$ cat src/rtl/state_msg_scroller_pkg.sv
// Shared monitor-state and display-character codes used by the message scroller
// and the downstream character-to-segment decoders.
package state_msg_scroller_pkg;

    localparam logic [3:0] STATE_NORMAL     = 4'h0;
    localparam logic [3:0] STATE_BORDERLINE = 4'h1;
    localparam logic [3:0] STATE_ATTENTION  = 4'h2;
    localparam logic [3:0] STATE_EMERGENCY  = 4'h3;

    // Codes 0..9 are the decimal digits; letters follow, blank is the all-ones code.
    localparam logic [4:0] BCD_1     = 5'd1;
    localparam logic [4:0] BCD_A     = 5'd10;
    localparam logic [4:0] BCD_B     = 5'd11;
    localparam logic [4:0] BCD_D     = 5'd13;
    localparam logic [4:0] BCD_F     = 5'd15;
    localparam logic [4:0] BCD_G     = 5'd16;
    localparam logic [4:0] BCD_L     = 5'd17;
    localparam logic [4:0] BCD_N     = 5'd18;
    localparam logic [4:0] BCD_O     = 5'd19;
    localparam logic [4:0] BCD_R     = 5'd20;
    localparam logic [4:0] BCD_T     = 5'd21;
    localparam logic [4:0] BCD_DASH  = 5'd22;
    localparam logic [4:0] BCD_BLANK = 5'd31;

    localparam int MSG_LEN_MAX = 16;

    function automatic logic is_legal_state(input logic [3:0] st);
        return (st == STATE_NORMAL) || (st == STATE_BORDERLINE) ||
               (st == STATE_ATTENTION) || (st == STATE_EMERGENCY);
    endfunction

endpackage

$ cat src/rtl/state_msg_scroller_tick_divider.sv
// Free-running modulo-DIV counter that emits a one-cycle tick on wrap; held at
// zero while disabled or cleared.
module tick_divider #(
    parameter int DIV = 4
) (
    input  logic clk,
    input  logic rst_n,
    input  logic en,
    input  logic clr,
    output logic tick
);

    localparam int W = (DIV > 1) ? $clog2(DIV) : 1;

    logic [W-1:0] cnt_q;
    logic [W-1:0] cnt_d;

    always_comb begin
        cnt_d = cnt_q;
        tick  = 1'b0;
        if (clr || !en) begin
            cnt_d = {W{1'b0}};
        end else if (cnt_q == W'(DIV - 1)) begin
            cnt_d = {W{1'b0}};
            tick  = 1'b1;
        end else begin
            cnt_d = cnt_q + W'(1);
        end
    end

    always_ff @(posedge clk) begin
        if (!rst_n) begin
            cnt_q <= {W{1'b0}};
        end else begin
            cnt_q <= cnt_d;
        end
    end

endmodule

$ cat src/rtl/state_msg_scroller.sv
// Registered state-to-message display driver: picks a per-state message, shows a
// circular scrolling window of it and blinks the whole display in emergency.
module state_msg_scroller
    import state_msg_scroller_pkg::*;
#(
    parameter int NUM_DIGITS = 4,
    parameter int MSG_LEN    = 8,
    parameter int CHAR_W     = 5,
    parameter int SCROLL_DIV = 12_500_000,
    parameter int BLINK_DIV  = 6_250_000
) (
    input  logic                         clk,
    input  logic                         rst_n,
    input  logic [3:0]                   state,
    input  logic                         scroll_en,
    input  logic                         blink_en,
    output logic [NUM_DIGITS*CHAR_W-1:0] chars,
    output logic [NUM_DIGITS-1:0]        blank,
    output logic                         msg_changed
);

    localparam int   OFF_W     = (MSG_LEN > 1) ? $clog2(MSG_LEN) : 1;
    localparam logic SCROLL_OK = (MSG_LEN > NUM_DIGITS) ? 1'b1 : 1'b0;
    localparam logic [CHAR_W-1:0] C_BLANK = CHAR_W'(BCD_BLANK);
    localparam logic [CHAR_W-1:0] C_DASH  = CHAR_W'(BCD_DASH);

    logic [3:0]                   state_q,       state_d;
    logic [OFF_W-1:0]             offset_q,      offset_d;
    logic                         blink_on_q,    blink_on_d;
    logic [NUM_DIGITS*CHAR_W-1:0] chars_q,       chars_d;
    logic [NUM_DIGITS-1:0]        blank_q,       blank_d;
    logic                         msg_changed_q, msg_changed_d;

    logic state_chg_s;
    logic scroll_run_s;
    logic blink_run_s;
    logic scroll_tick_s;
    logic blink_tick_s;

    // Message ROM: four meaningful characters per legal state, blank padding after.
    function automatic logic [CHAR_W-1:0] msg_char(input logic [3:0] st, input int idx);
        logic [4*CHAR_W-1:0] word;
        logic                legal;
        word  = {4{C_DASH}};
        legal = 1'b1;
        case (st)
            STATE_NORMAL:     word = {CHAR_W'(BCD_G), CHAR_W'(BCD_O), CHAR_W'(BCD_O), CHAR_W'(BCD_D)};
            STATE_BORDERLINE: word = {CHAR_W'(BCD_B), CHAR_W'(BCD_O), CHAR_W'(BCD_R), CHAR_W'(BCD_D)};
            STATE_ATTENTION:  word = {CHAR_W'(BCD_A), CHAR_W'(BCD_T), CHAR_W'(BCD_T), CHAR_W'(BCD_N)};
            STATE_EMERGENCY:  word = {CHAR_W'(BCD_F), CHAR_W'(BCD_A), CHAR_W'(BCD_1), CHAR_W'(BCD_L)};
            default:          legal = 1'b0;
        endcase
        if (!legal) begin
            return C_DASH;
        end else if (idx < 4) begin
            return word[(3 - idx)*CHAR_W +: CHAR_W];
        end else begin
            return C_BLANK;
        end
    endfunction

    assign state_chg_s  = (state != state_q);
    assign scroll_run_s = scroll_en & SCROLL_OK;
    assign blink_run_s  = (state_q == STATE_EMERGENCY) & blink_en;

    tick_divider #(.DIV(SCROLL_DIV)) u_scroll_div (
        .clk  (clk),
        .rst_n(rst_n),
        .en   (scroll_run_s),
        .clr  (state_chg_s),
        .tick (scroll_tick_s)
    );

    tick_divider #(.DIV(BLINK_DIV)) u_blink_div (
        .clk  (clk),
        .rst_n(rst_n),
        .en   (blink_run_s),
        .clr  (state_chg_s),
        .tick (blink_tick_s)
    );

    // A state change restarts the message and wins over any tick in the same cycle.
    always_comb begin
        state_d    = state_q;
        offset_d   = offset_q;
        blink_on_d = blink_on_q;
        if (state_chg_s) begin
            state_d    = state;
            offset_d   = {OFF_W{1'b0}};
            blink_on_d = 1'b1;
        end else begin
            if (!scroll_run_s) begin
                offset_d = {OFF_W{1'b0}};
            end else if (scroll_tick_s) begin
                offset_d = (offset_q == OFF_W'(MSG_LEN - 1)) ? {OFF_W{1'b0}} : offset_q + OFF_W'(1);
            end else begin
                offset_d = offset_q;
            end
            if (!blink_run_s) begin
                blink_on_d = 1'b1;
            end else if (blink_tick_s) begin
                blink_on_d = ~blink_on_q;
            end else begin
                blink_on_d = blink_on_q;
            end
        end
    end

    // Window extraction from the latched state; digit NUM_DIGITS-1 is the leftmost.
    always_comb begin
        chars_d       = {NUM_DIGITS{C_BLANK}};
        blank_d       = {NUM_DIGITS{1'b1}};
        msg_changed_d = state_chg_s;
        for (int k = 0; k < NUM_DIGITS; k++) begin
            chars_d[k*CHAR_W +: CHAR_W] =
                msg_char(state_q, (int'(offset_q) + NUM_DIGITS - 1 - k) % MSG_LEN);
            blank_d[k] = ~blink_on_q | (chars_d[k*CHAR_W +: CHAR_W] == C_BLANK);
        end
    end

    always_ff @(posedge clk) begin
        if (!rst_n) begin
            state_q       <= STATE_NORMAL;
            offset_q      <= {OFF_W{1'b0}};
            blink_on_q    <= 1'b1;
            chars_q       <= {NUM_DIGITS{C_BLANK}};
            blank_q       <= {NUM_DIGITS{1'b1}};
            msg_changed_q <= 1'b0;
        end else begin
            state_q       <= state_d;
            offset_q      <= offset_d;
            blink_on_q    <= blink_on_d;
            chars_q       <= chars_d;
            blank_q       <= blank_d;
            msg_changed_q <= msg_changed_d;
        end
    end

    assign chars       = chars_q;
    assign blank       = blank_q;
    assign msg_changed = msg_changed_q;

endmodule

$ cat config.mk
export PLATFORM = sky130hd
export DESIGN_NAME = state_msg_scroller
export DESIGN_NICKNAME = d
export VERILOG_FILES = /design/src/rtl/state_msg_scroller_pkg.sv /design/src/rtl/state_msg_scroller_tick_divider.sv /design/src/rtl/state_msg_scroller.sv
export SDC_FILE = /design/constraint.sdc
export NUM_CORES = 1
export LEC_CHECK = 0
export BUFFER_PORTS_ARGS = -buffer_cell sky130_fd_sc_hd__buf_2
export CORE_ASPECT_RATIO = 0.5
export CORE_MARGIN = 3
export CORE_UTILIZATION = 40
export CTS_CLUSTER_DIAMETER = 120
export DETAILED_ROUTE_END_ITERATION = 10
export GPL_ROUTABILITY_DRIVEN = 0
export PLACE_DENSITY = 0.65
export SLEW_MARGIN = 5
export SYNTH_ARGS = -nofsm -noshare
export SYNTH_HDL_FRONTEND = slang
export SYNTH_SLANG_ARGS = --single-unit
$ cat constraint.sdc
create_clock -name clk -period 6.55 [get_ports clk]
set_input_delay 0 -clock clk [delete_from_list [all_inputs] [get_ports clk]]
set_output_delay 0 -clock clk [all_outputs]
set_load 0.005 [all_outputs]
==> results of run 1 <==
==> final cells by class <==
cell class	instances	share of cell area, %
diodes	1	0.0336
clock buffers	9	3.02
clock inverters	7	1.44
inverters	30	1.51
multi-input cells	763	64.5
flip-flops and latches	80	21.5
well taps	227	3.81
repair buffers	50	4.13
==> repair_timing <==
item | in CTS | in global routing
hold endpoints to repair | 5 | 0
resized for setup | 0 | 0
hold buffers | 5 | 0
==> worst max-delay path, delay by kind of cell (launching register included) <==
kind	cells	cell delay, ps
AO/OA/AOI/OAI	5	1090
XOR/XNOR	1	150
adder cells (fa/ha/maj)	6	1910
buffers and inverters	6	830
flip-flops	1	330
AND/OR/NAND/NOR	2	640
==> layer usage <==
metal  part of all wire, %  GRT usage [%]  routed length, µm  vias up
met1                    43           35.2              10100     3451
met2                    40           33.3               9210      523
met3                    13           6.68               2930      107
met5                  0.10              0                 24        -
li1                      -              -                  -     3465
met4                   4.6           11.3               1070        4
==> metrics by stage <==
step | hold WS (ps) | util, %
6_report | 22.1 | 44.9
5_1_grt | 47.7 | 44.9
4_1_cts | 32.5 | 44.9
3_5_place_dp | 233 | 42.6
3_3_place_gp | 233 | 42.6
2_1_floorplan | 122 | -
==> sequential cells by signal (all words and copies together), names as in the netlist <==
register and count:
u_blink_div.cnt_q 23, u_scroll_div.cnt_q 24, state_q 4, blink_on_q 1, chars 20, blank 4, offset_q 3, msg_changed 1
==> report_power, final <==
group / internal, µW / switching, µW
logic: 57.6 / 105
registers: 496 / 8.57
clock network: 343 / 243
total: 897 / 357
==> layout by cell type (no fill, tap or decap), drive strengths merged, types with 14 or more instances in the layout <==
master and instances:
a21oi 73, nor2b 16, buf 45, inv 33, nor2 109, xnor2 33
a211oi 16, xor2 34, ha 21, and3 14, dfxtp 80, nand2b 18
a31oi 18, nand3 34, o21ai 59, nor3 40, nand2 77
==> kinds of logic after synthesis <==
group,Yosys count
AO/OA/AOI/OAI,290
XOR/XNOR,68
adder cells (fa/ha/maj),25
buffers and inverters,116
flip-flops,80
multiplexers,3
AND/OR/NAND/NOR,377
==> path summary, 6_finish.rpt <==
kind	from	end	slack [ps]
setup reg to reg	offset_q[0]	blank[3]	1500
hold / removal	scroll_en	offset_q[0]	20
hold reg to reg	u_scroll_div.cnt_q[0]	u_scroll_div.cnt_q[0]	460
setup / recovery	offset_q[0]	blank[3]	1500
==> synthesized netlist by cell type, drive strengths merged, types with 18 or more instances <==
cell / number
a21oi: 73
a31oi: 18
buf: 32
clkbuf: 54
dfxtp: 80
ha: 21
inv: 29
nand2: 77
nand2b: 18
nand3: 34
nor2: 109
nor3: 40
o21ai: 59
xnor2: 33
xor2: 34
==> results by group, run 1 <==
Status
  – Status: finished clean

Clock network
  – Root buf cell: clkbuf_16
  – Max Buffers Root-to-Sink: 2
  – CTS tree: yes
  – Htree depth: 3
  – Post-CTS Setup Repair Bufs: 0
  – Clk_lat worst skew: 360 ps
  – Num CTS Buffers: 9
  – Clock sinks: 80
  – Clock slew at reported path FFs: 70 ps

Power
  – Leak pwr: 0.00255 µW
  – Peak VDD IR: 0.106 mV
  – Pwr Total: 1250 µW
  – Pwr per Cell Area: 168 nW/µm²

Finish
  – Number of nets in the layout: 966
  – Filler cells: 1,684
  – Area growth syn-to-layout: 8.34%
  – Post-Layout Cell Count: 1,167
  – Multi-input gate area: 4810 µm²
  – Post-route cell area: 7460 µm²
  – Reg area: 1610 µm²
  – Layout cells sized above 1: 9.37%

STA
  – Final setup viols: 0
  – Fin crit share: 77.0%
  – Final hold vios: 0
  – Slew headroom: 26.2%
  – Post-Route Skew: 12.1 ps
  – RSZ-0062 raised after global routing: no
  – Final TNS setup: 0 ps
  – Worst slew pin tran: 1090 ps
  – Slew Limit Fails: 0
  – Minimum clock period: 5050 ps
  – Worst setup margin: 1500 ps
  – F_max: 198 MHz

Synth
  – Synth top area cells: dfxtp_1 23%, nor2_1 5.9%, a21oi_1 5.2%, xor2_1 4.3%, o21ai_0 4.2%
  – Post-synth top area share: 23.3%
  – Synth Instances: 959
  – Main combinational cell family by area after synthesis: compound AO/OA/AOI/OAI gates
  – Multiplexer share of the synthesized area: 0.436%
  – Syn nets: 991
  – Syn. warnings: 0
  – Async SR Flop Fraction: 0%
  – Post-synth top area cell: dfxtp_1
  – Post-Synth Simple-Gate Area: 27.2%
  – Post-synth EDFFs: 0
  – Seq/Total Area, Yosys: 23.3%
  – Adder-Cell Fraction of Synth Area: 4.83%
  – #FFs+latches synth: 80
  – Synthesized area: 6880 µm²
  – Top FF cell, synth: dfxtp_1
  – XOR/XNOR Fraction of Synth Area: 8.85%
  – Synth Area in Compound Gates: 28.4%
  – Mean Syn Cell Area: 7.18 µm²
  – Yosys cell types: 81

Drt
  – Routed wire length: 23,300 µm
  – Post-route ant nets: 0
  – # DRC: 0
  – Detailed-router iteration count before antenna repair: 6
  – Vias: 7,550
  – WL/cell: 20.0 µm
  – Starting DRT DRC Count: 1,308
  – Vias per cell: 6.47

Worst setup path
  – Critical path type: reg -> reg
  – CP dominant cell by count: ha_1
  – CP endpoint kind: register
  – CP arrival: 5300 ps
  – Crit path cell chain: inv_2 > buf_4 > ha_2 > ha_1 > buf_4 > inv_1 > ha_1 > inv_1 > xnor2_1 > ha_1 > ha_1 > inv_1 > fa_1 > or3b_2 > a2111oi_0 > nor2_1 > a41oi_1 > a211oi_1 > o21bai_1 > o41ai_2
  – CP startpoint kind: register
  – Max incr delay on CP: 540 ps
  – CP required: 6810 ps
  – Reg2Reg Depth: 20
  – CP max FO: 30
  – Crit-path slowest cell: fa_1

Global route
  – Initial antenna violation count: 3
  – GRT overflow: 0
  – First-pass GRT wire length: 37,400 µm
  – Vias in the first global route: 6,760
  – Largest net degree at the start of global routing: 60
  – Gr usage total: 24.4%

Placed design
  – Dpl hpwl: 15,800 µm
  – Placed Instances: 1,145
  – Pre-CTS setup slack: 1560 ps
  – # port buffers: 32
  – DP Area: 7070 µm²

Die
  – Die area: 18,900 µm²
  – Initial Util: 41.5%
  – Ports: 33
  – Die Y: 98.8 µm
  – Floorplan core area: 16,600 µm²
  – Die X: 192 µm
  – Site Rows: 33

Flow run
  – Max Cap Violations: 0

Hold path
  – HP Class: in -> reg
  – Hold path cells: 3
Power figures use the tool's default switching activity.
==> run 2, diff against run 1 <==
--- a/config.mk
+++ b/config.mk
@@ -5,6 +5,7 @@
 export SDC_FILE = /design/constraint.sdc
 export NUM_CORES = 1
 export LEC_CHECK = 0
+export ABC_AREA = 1
 export BUFFER_PORTS_ARGS = -buffer_cell sky130_fd_sc_hd__buf_2
 export CORE_ASPECT_RATIO = 0.5
 export CORE_MARGIN = 3
==> constraint.sdc (replaced) <==
create_clock -name clk -period 5.1 [get_ports clk]
set_input_delay 0 -clock clk [delete_from_list [all_inputs] [get_ports clk]]
set_output_delay 0 -clock clk [all_outputs]
set_load 0.005 [all_outputs]
==> run 2 against run 1 <==
Non-clock buffer count shrank 6. Critical endpoint is now blank[2]. Cell area shrank 3.6%. Register-to-register slack lost 890 ps. Synthesized cell count grew 15%. Largest cell class unchanged. Flip-flop and latch count is the same. Via count shrank 4.5%. Utilization grew 0.90 points.
==> results by group, run 2 <==
Status
  – Status: finished clean

STA
  – Final hold vios: 0 (unchanged)
  – Fin crit share: 88.0% (+11 points)
  – Minimum clock period: 4490 ps (-556 ps)
  – Worst slew pin tran: 567 ps (-524 ps)
  – Post-Route Skew: 11.5 ps (-0.677 ps)
  – Slew Limit Fails: 0 (unchanged)
  – RSZ-0062 raised after global routing: no
  – F_max: 223 MHz (+12%)
  – Final TNS setup: 0 ps (unchanged)
  – Final setup viols: 0 (unchanged)
  – Slew headroom: 61.9% (+36 points)

Drt
  – Starting DRT DRC Count: 847 (-35%)
  – Vias per cell: 5.36 (-17%)
  – Post-route ant nets: 0 (unchanged)
  – WL/cell: 14.3 µm (-29%)
  – Detailed-router iteration count before antenna repair: 6 (unchanged)
  – Routed wire length: 19,200 µm (-18%)
  – # DRC: 0 (unchanged)
  – Vias: 7,209 (-4.5%)

Clock network
  – Num CTS Buffers: 9 (unchanged)
  – Clock slew at reported path FFs: 60 ps (about the same)
  – Clock sinks: 80 (unchanged)
  – Root buf cell: clkbuf_16
  – Max Buffers Root-to-Sink: 2 (unchanged)
  – CTS tree: yes
  – Clk_lat worst skew: 340 ps (-20 ps)
  – Htree depth: 3 (unchanged)
  – Resize count post-CTS: 0 (unchanged)

Finish
  – Filler cells: 1,667 (-1.0%)
  – Layout cells sized above 1: 8.99% (-0.38 points)
  – Area growth syn-to-layout: 9.99%
  – Post-layout util: 45.8% (+0.90 points)
  – Top reg by flops: u_scroll_div.cnt_q
  – Number of nets in the layout: 1,150 (+19%)
  – Antenna diodes: 0 (-1)
  – Most common cell after layout, fill and taps aside: nand2_1
  – Most frequent cells in the layout: 299 x nand2_1, 142 x nand3_1, 130 x inv_1
  – Post-route cell area: 7190 µm² (-3.6%)
  – Max reg flops: 24 (unchanged)

Synth
  – Post-synth top area share: 24.5% (+1.2 points)
  – Synth top area cells: dfxtp_1 24%, nand2_1 17%, nand3_1 11%, inv_1 7.5%, nor2_1 6.4%
  – Post-synth top area cell: dfxtp_1
  – #FFs+latches synth: 80 (unchanged)
  – Post-synth top cells: 299 x nand2_1, 142 x nand3_1, 130 x inv_1
  – Post-synth EDFFs: 0 (unchanged)
  – Most frequent cell after synthesis: nand2_1
  – Syn. warnings: 0 (unchanged)
  – Synthesized area: 6540 µm² (-5.0%)
  – Mean Syn Cell Area: 5.91 µm² (-18%)
  – Top FF cell, synth: dfxtp_1
  – Yosys cell types: 48 (-41%)
  – Seq/Total Area, Yosys: 24.5% (+1.2 points)
  – Synth Instances: 1,106 (+15%)
  – Async SR Flop Fraction: 0% (unchanged)
  – Syn nets: 1,138 (+15%)

Die
  – Die Y: 96.4 µm (-2.4%)
  – Initial Util: 41.7% (+0.19 points)
  – Die X: 187 µm (-2.5%)
  – Die area: 18,000 µm² (-4.8%)
  – Ports: 33 (unchanged)
  – Floorplan core area: 15,700 µm² (-5.4%)
  – Site Rows: 32 (-3.0%)

Worst setup path
  – CP arrival: 4770 ps (-530 ps)
  – R2R Path End: blank[2]
  – CP startpoint kind: register
  – RR Startpoint: offset_q[1]
  – CP endpoint kind: register
  – CP max FO: 14 (-53%)
  – CP required: 5380 ps (-1430 ps)
  – Reg2Reg Depth: 18 (-10%)
  – R2R Setup Slk: 610 ps (-890 ps)
  – Critical path type: reg -> reg

Global route
  – Vias in the first global route: 6,416 (-5.1%)
  – First-pass GRT wire length: 31,100 µm (-17%)
  – GRT overflow: 0 (unchanged)
  – Largest net degree at the start of global routing: 38 (-37%)
  – Initial antenna violation count: 0 (-3)
  – Gr usage total: 21.1% (-3.3 points)

Power
  – Pwr per Cell Area: 211 nW/µm² (+25%)
  – Pwr Total: 1520 µW (+21%)
  – Leak pwr: 0.00331 µW (+30%)
  – Peak VDD IR: 0.149 mV (+41%)

Placed design
  – DP Area: 6830 µm² (-3.4%)
  – # port buffers: 32 (unchanged)
  – Dpl hpwl: 14,100 µm (-11%)

Flow run
  – Max Cap Violations: 0 (unchanged)

Hold path
  – WHS Endpoint: chars[4]
  – Hold path cells: 2 (-1)
  – Min-delay src: rst_n
  – HP Class: in -> reg
## run 2: worst max-delay path by stage
stage | from | endpoint | slack, ps | depth (start not counted)
finish | offset_q[1] | blank[2] | 610 | 18
global route | offset_q[1] | blank[3] | 280 | 17
CTS | offset_q[1] | blank[2] | 650 | 18
detailed placement | offset_q[1] | blank[2] | 660 | 18
global placement | offset_q[1] | blank[2] | 790 | 21
floorplan | offset_q[0] | blank[2] | 330 | 25
## run 2: through the flow
stage | setup slack, ps | std cells | hold WS (ps)
6_report | 610 | 1344 | 79.7
5_1_grt | 280 | 1344 | 111
4_1_cts | 653 | 1344 | 78.8
3_5_place_dp | 661 | 1323 | 206
3_3_place_gp | 786 | 1323 | 206
2_1_floorplan | 333 | 1106 | 93.5
## run 2: power breakdown
group          internal (µW)  leakage, µW  switching [µW]
clock                    401     0.000152             282
combinational           61.9      0.00250             129
sequential               637     0.000652            5.65
total                   1100      0.00331             416
## run 2: cell type report
class                   instances  area [µm²]  area share [%]
flip-flops and latches         80        1600            22.3
clock inverters                 6        75.1            1.04
multi-input cells             841        4210            58.5
repair buffers                 44         263            3.65
well taps                     221         277            3.84
inverters                     142         533            7.41
clock buffers                  10         239            3.32
## run 2: critical path, stage by stage (launching register included)
cell     delay (ps)
dfxtp_1         470
inv_1           100
ha_1            240
ha_1            570
ha_1            360
a21oi_1         150
ha_1            290
xor2_1          160
ha_1            230
inv_1            70
fa_1            530
nor3_1          380
nand2_1         160
o311a_1         370
nand2_1          70
nand2_1          50
nor2_1          120
nand2_1          60
nand2_1          60
## run 2: layer usage
metal / vias up / GRT usage, % / part of all wire, %
li1: 3640 / - / -
met1: 3194 / 28.1 / 46
met2: 318 / 34.9 / 44
met3: 57 / 3.68 / 7.8
met4: 0 / 7.29 / 2.7
met5: - / 0 / 0
## run 2: cells by family after synthesis
group                    share of synthesized area [%]
adder cells (fa/ha/maj)                           4.94
flip-flops                                        24.5
XOR/XNOR                                          2.62
buffers and inverters                             11.2
AND/OR/NAND/NOR                                   43.0
AO/OA/AOI/OAI                                     13.7
## run 2: what timing repair did
item	CTS	global route
hold buffers	5	0
setup buffers	0	0
endpoints found under the hold margin	5	0
